## src/rtl/approx_operand_normalizer.sv

```systemverilog
// Operand normaliser for the approximate multiplier: left-justifies two unsigned
// operands one bit per cycle and hands the top mantissa bits plus shift counts downstream.
module approx_operand_normalizer #(
   parameter int IN_W   = 16,
   parameter int MANT_W = 8,
   parameter int SH_W   = 4
) (
   input  logic              clk,
   input  logic              rst,
   input  logic              start,
   input  logic [IN_W-1:0]   a_in,
   input  logic [IN_W-1:0]   b_in,
   output logic              busy,
   output logic              out_valid,
   input  logic              out_ready,
   output logic [MANT_W-1:0] a_mant,
   output logic [MANT_W-1:0] b_mant,
   output logic [SH_W-1:0]   a_shift,
   output logic [SH_W-1:0]   b_shift,
   output logic [SH_W:0]     total_shift,
   output logic              zero_op
);

   localparam logic [1:0] IDLE   = 2'd0;
   localparam logic [1:0] NORM_A = 2'd1;
   localparam logic [1:0] NORM_B = 2'd2;
   localparam logic [1:0] DONE   = 2'd3;

   logic [1:0]      state;
   logic [IN_W-1:0] reg_a, reg_b;
   logic [SH_W-1:0] cnt_a, cnt_b;
   logic            zero_flag;

   // A zero operand exits immediately so the counters can never wrap.
   always_ff @(posedge clk or posedge rst) begin
      if (rst) begin
         state     <= IDLE;
         reg_a     <= '0;
         reg_b     <= '0;
         cnt_a     <= '0;
         cnt_b     <= '0;
         zero_flag <= 1'b0;
      end else begin
         case (state)
            IDLE: begin
               if (start) begin
                  reg_a     <= a_in;
                  reg_b     <= b_in;
                  cnt_a     <= '0;
                  cnt_b     <= '0;
                  zero_flag <= 1'b0;
                  state     <= NORM_A;
               end
            end
            NORM_A: begin
               if (reg_a[IN_W-1] || reg_a == '0) begin
                  if (reg_a == '0) zero_flag <= 1'b1;
                  state <= NORM_B;
               end else begin
                  reg_a <= {reg_a[IN_W-2:0], 1'b0};
                  cnt_a <= cnt_a + 1'b1;
               end
            end
            NORM_B: begin
               if (reg_b[IN_W-1] || reg_b == '0) begin
                  if (reg_b == '0) zero_flag <= 1'b1;
                  state <= DONE;
               end else begin
                  reg_b <= {reg_b[IN_W-2:0], 1'b0};
                  cnt_b <= cnt_b + 1'b1;
               end
            end
            default: begin
               if (out_ready) state <= IDLE;
            end
         endcase
      end
   end

   // Outputs depend only on registered state, never directly on start/out_ready.
   assign busy        = (state != IDLE);
   assign out_valid   = (state == DONE);
   assign a_mant      = reg_a[IN_W-1 -: MANT_W];
   assign b_mant      = reg_b[IN_W-1 -: MANT_W];
   assign a_shift     = cnt_a;
   assign b_shift     = cnt_b;
   assign total_shift = {1'b0, cnt_a} + {1'b0, cnt_b};
   assign zero_op     = zero_flag;

endmodule

```

## config.mk

```make
export PLATFORM = sky130hd
export DESIGN_NAME = approx_operand_normalizer
export DESIGN_NICKNAME = d
export VERILOG_FILES = /design/src/rtl/approx_operand_normalizer.sv
export SDC_FILE = /design/constraint.sdc
export NUM_CORES = 1
export LEC_CHECK = 0
export ABC_AREA = 1
export BUFFER_PORTS_ARGS = -buffer_cell sky130_fd_sc_hd__buf_2
export CORE_UTILIZATION = 40
export CTS_BUF_LIST = sky130_fd_sc_hd__clkbuf_4
export DETAILED_ROUTE_END_ITERATION = 8
export SLEW_MARGIN = 10
export SYNTH_ARGS = -nofsm -noshare
export SYNTH_HDL_FRONTEND = slang
export SYNTH_SLANG_ARGS = --single-unit
```

## constraint.sdc

```tcl
create_clock -name clk -period 2.6 [get_ports clk]
set_input_delay 0.52 -clock clk [delete_from_list [all_inputs] [get_ports clk]]
set_output_delay 0.52 -clock clk [all_outputs]
set_load 0.01 [all_outputs]
```

## Word level (Yosys, flattened, before mapping)

Index checks and enable logic that the tools add are counted.

- Register bits after elaboration: 43
- Latch bits: 0
- RAM bits: 0
- Bits in read-only memories: 0
- Bits of input ports: 36
- Output and inout port bits: 32
- Logic and storage cells: 55
- Memories: 0

- Add/sub/neg operators: 3
- Multiply operators: 0
- Divide/modulo/power cells: 0
- $lt $le $gt $ge: 0
- Equality and inequality tests: 10
- Shifts and indexed selects: 0
- Muxes and demuxes: 22
- Bitwise operators: 0
- Reductions and logical operators: 14

Operator list:

| operator | count |
|---|---|
| 2-to-1 mux 16 bit | 4 |
| case mux 16 bit (2 select lines) | 2 |
| logical NOT 16 bit | 2 |
| case mux 4 bit (2 select lines) | 2 |
| inequality test 2 bit, second input constant | 7 |
| 2-to-1 mux 4 bit | 3 |
| adder 4 x 1 -> 4 bit, second input constant | 2 |
| 2-to-1 mux 2 bit | 4 |
| case mux 2 bit (3 select lines) | 1 |
| AND reduction 3 bit | 2 |
| AND reduction 6 bit | 1 |
| nonzero test 2 bit | 3 |
| adder 4 x 4 -> 5 bit | 1 |
| 2-to-1 mux 1 bit | 5 |
| equality test 2 bit, second input constant | 2 |
| AND reduction 4 bit | 1 |
| nonzero test 4 bit | 1 |
| case mux 1 bit (3 select lines) | 1 |
| nonzero test 3 bit | 1 |
| equality test 2 x 1 -> 1 bit, second input constant | 1 |
| logical NOT 2 bit | 1 |
| logical OR 1 bit | 2 |

## Depth between registers and ports, before layout

- Depth after elaboration: 4
- Depth in mapped cells: 11
- Depth with buffers taken out: 10

## Worst setup path after synthesis

No wires, ideal clock.

- Path kind: register -> output
- Start: register cnt_b[0], in the netlist b_shift[0]
- End: output total_shift[4]
- Data arrival time: 1.367 ns
- Data required time: 2.080 ns
- Path slack: 0.713 ns
- Cell stages (with the launch flop): 5
- Buffers on the path: 0
- Cells stage by stage: dfrtp_1 ha_1 inv_1 fa_1 o21ai_0

- Cells in the longest elaborated chain, start to end: 1

RTL lines:

| what | RTL line | text |
|---|---|---|
| start: declaration | 31 | `logic [SH_W-1:0] cnt_a, cnt_b;` |
| start signal: assignment | 70 | `cnt_b <= cnt_b + 1'b1;` |
| adder 4 x 4 -> 5 bit | 87 | `assign total_shift = {1'b0, cnt_a} + {1'b0, cnt_b};` |
| end: declaration | 20 | `output logic [SH_W:0] total_shift,` |

No other way between the ends.

## Worst setup path after layout

- Start: register cnt_a[0], in the netlist a_shift[0]
- End: output total_shift[4]

- Cells in the longest elaborated chain, start to end: 1

RTL lines:

| what | RTL line | text |
|---|---|---|
| start: declaration | 31 |  |
| start signal: assignment | 61 | `cnt_a <= cnt_a + 1'b1;` |
| adder 4 x 4 -> 5 bit | 87 |  |

No other way between the ends.

==> metrics.txt <==
max-slew violation count 0; top sig layer met4; global route overflow 0; met3 WL 241 µm; Critical Path AT 1.82 ns; final core occ 46.5%; Max-Cap Viols 0; vias in the first global route 2,164; Setup Fix Bufs, Post-CTS 0; TritonCTS Buffers 5; DIE WIDTH 84.2 µm; Post-synth ARST share 100%; sequential share of the synthesized area 39.8%; Core ar. 6420 µm²; Area Growth Syn to Fin 10.7%; first-pass GRT wire length 10000 µm; largest net degree at the start of global routing 44; die height 84.2 µm; final-report hold violation count 0; most common cell in the netlist nand2_1; hold_ws 0.265 ns; critical path's slowest cell dfrtp_1; Least-Margin Pin Slew 0.558 ns; drt wl/cell 11.4 µm; Worst setup SP type flip-flop; Synth Warn # 0; Post-synth top cells nand2_1 (207), dfrtp_1 (43), nor2_1 (31); failing checks design-rule violations; drt total wl 5880 µm; Final Wtd Congestion 0.753; Total Power 3.52 mW; Placement Cell Area 2940 µm²; slew margin rel. 62.8%; crit path max fanout 6; Post-synth EDFFs 0; initial core utilization 42.1%; Filler cells 703; maximum vdd drop 0.402 mV; Die Footprint 7090 µm²; DRT iter0 DRCs 108; PortBufs 67; num ports 68; vias after detailed routing 2,425; wire length on met2 2650 µm; post-CTS sizing 0; H-tree depth 2; outcome finished, violations left; layout cells sized above 1 19.5%; antenna cells 0; number of distinct library cells after synthesis 23; root buffer cell clkbuf_4; Cell Pwr Density 1180 nW/µm²; Remaining DRCs 10; fin crit share 90.0%; flops & latches, synth 43; Syn Std Cell Area 2700 µm²; antenna-violating nets left 0; Post-Syn Instances 389; antenna violations before repair 0; DRT Pass-1 Iters 6; worst endpoint required time 2.08 ns; Final setup viols 0; M1 WL 2930 µm; top cells by area, synth dfrtp_1 (40%), nand2_1 (29%), buf_4 (5.8%); Layout Nets 485; clk buf depth 2; leak pwr 1.78 nW; unrepaired setup endpoints after global routing no; hold buffer count at cts 0; GR Util All Layers 17.3%; Worst Setup End Kind output pin; Post-Syn Area per Cell 6.94 µm²; clock latency on the worst-skew pair 0.35 ns; Main synth FF type dfrtp_1; hold crit path type in2async; Fmax 427 MHz; Crit path largest cell delay 0.49 ns; # rows 29; clk slew on worst S/H paths 0.13 ns; post-route cell area 2990 µm²; top cell type's share of synthesized area 39.8%; Post-Syn Nets 437; Detailed Place HPWL 4120 µm; clk sinks 43; CP cell instances ha_1, inv_1, fa_1, o21ai_0, buf_2; largest area contributor in the netlist dfrtp_1; critical path type reg2out; Vias/cell 4.72; Layout Skew 0.0131 ns; Period minus WS final 2.34 ns; setup TNS 0 ns; CTS tree yes
## per-layer routing
layer	vias up	global-route usage [%]
met5	-	0
met4	0	4.70
met3	5	3.34
met2	45	27.8
met1	1098	23.9
li1	1277	-
## placed cells by master (no fill, tap or decap)
cell / instances
o21ai_0: 8
xor2_1: 3
nand2_2: 2
ha_1: 11
nand3_1: 24
o2111ai_1: 1
buf_2: 67
buf_4: 4
clkbuf_4: 5
o21ai_4: 1
clkinv_1: 3
clkinv_2: 1
inv_1: 11
dfrtp_1: 43
nand4_1: 1
nand3b_1: 1
nand2_1: 207
nor2_1: 31
inv_2: 4
xnor2_1: 2
nand3_2: 1
a21oi_1: 5
fa_1: 1
## flip-flops by register name, summed over array words and instances, names as in the netlist
signal and flops:
b_shift 4, reg_b 16, zero_op 1, a_shift 4, reg_a 16, state 2
## where the power goes
part           switching [mW]  internal, mW
combinational            1.29         0.671
clock                   0.216        0.0963
sequential              0.280         0.966
total                    1.79          1.73
## cell families after synthesis
kind of cell	Yosys count	share of synthesized area (%)
DFF	43	39.8
buffers and inverters	47	10.5
xor gates and xnor gates	5	1.62
adders and majority gates	12	5.84
and+or+nand+nor	267	38.9
AOI/OAI and AO/OA	15	3.34
## per-stage QoR
stage | instances | worst slack, ns
after floorplan | 389 | 0.713
after global placement | 507 | 0.644
after detailed placement | 507 | 0.578
after CTS | 514 | 0.235
after global routing | 514 | 0.0773
final | 514 | 0.260
## worst max-delay path, delay by kind of cell, from the launching register on
kind / cells / cell delay (ns)
adder cells (fa/ha/maj): 2 / 0.60
flip-flops: 1 / 0.49
buffers and inverters: 2 / 0.20
AO/OA/AOI/OAI: 1 / 0.17
## cell type report
type | instances | area (µm²) | share of cell area (%)
Clock buffer | 5 | 37.5 | 1.26
Clock inverter | 2 | 8.76 | 0.293
Inverter | 17 | 63.8 | 2.13
Multi-Input combinational cell | 299 | 1340 | 44.9
Sequential cell | 43 | 1080 | 36.0
Tap cell | 77 | 96.3 | 3.22
Timing Repair Buffer | 71 | 365 | 12.2
## worst paths after layout
kind / slack [ns] / from / end / depth (start not counted)
min: 0.26 / rst / reg_a[8]$_DFFE_PP0P_ / 3
max in group asynchronous: 1.93 / rst / state[0]$_DFFE_PP0P_ / 3
min reg2reg: 0.52 / reg_b[0]$_DFFE_PP0P_ / reg_b[0]$_DFFE_PP0P_ / 2
min in group clk: 0.42 / b_in[0] / reg_b[0]$_DFFE_PP0P_ / 3
max: 0.26 / a_shift[0]$_DFFE_PP0P_ / total_shift[4] / 5
max reg2reg: 0.58 / state[0]$_DFFE_PP0P_ / reg_a[15]$_DFFE_PP0P_ / 9
Power figures use the tool's default switching activity.
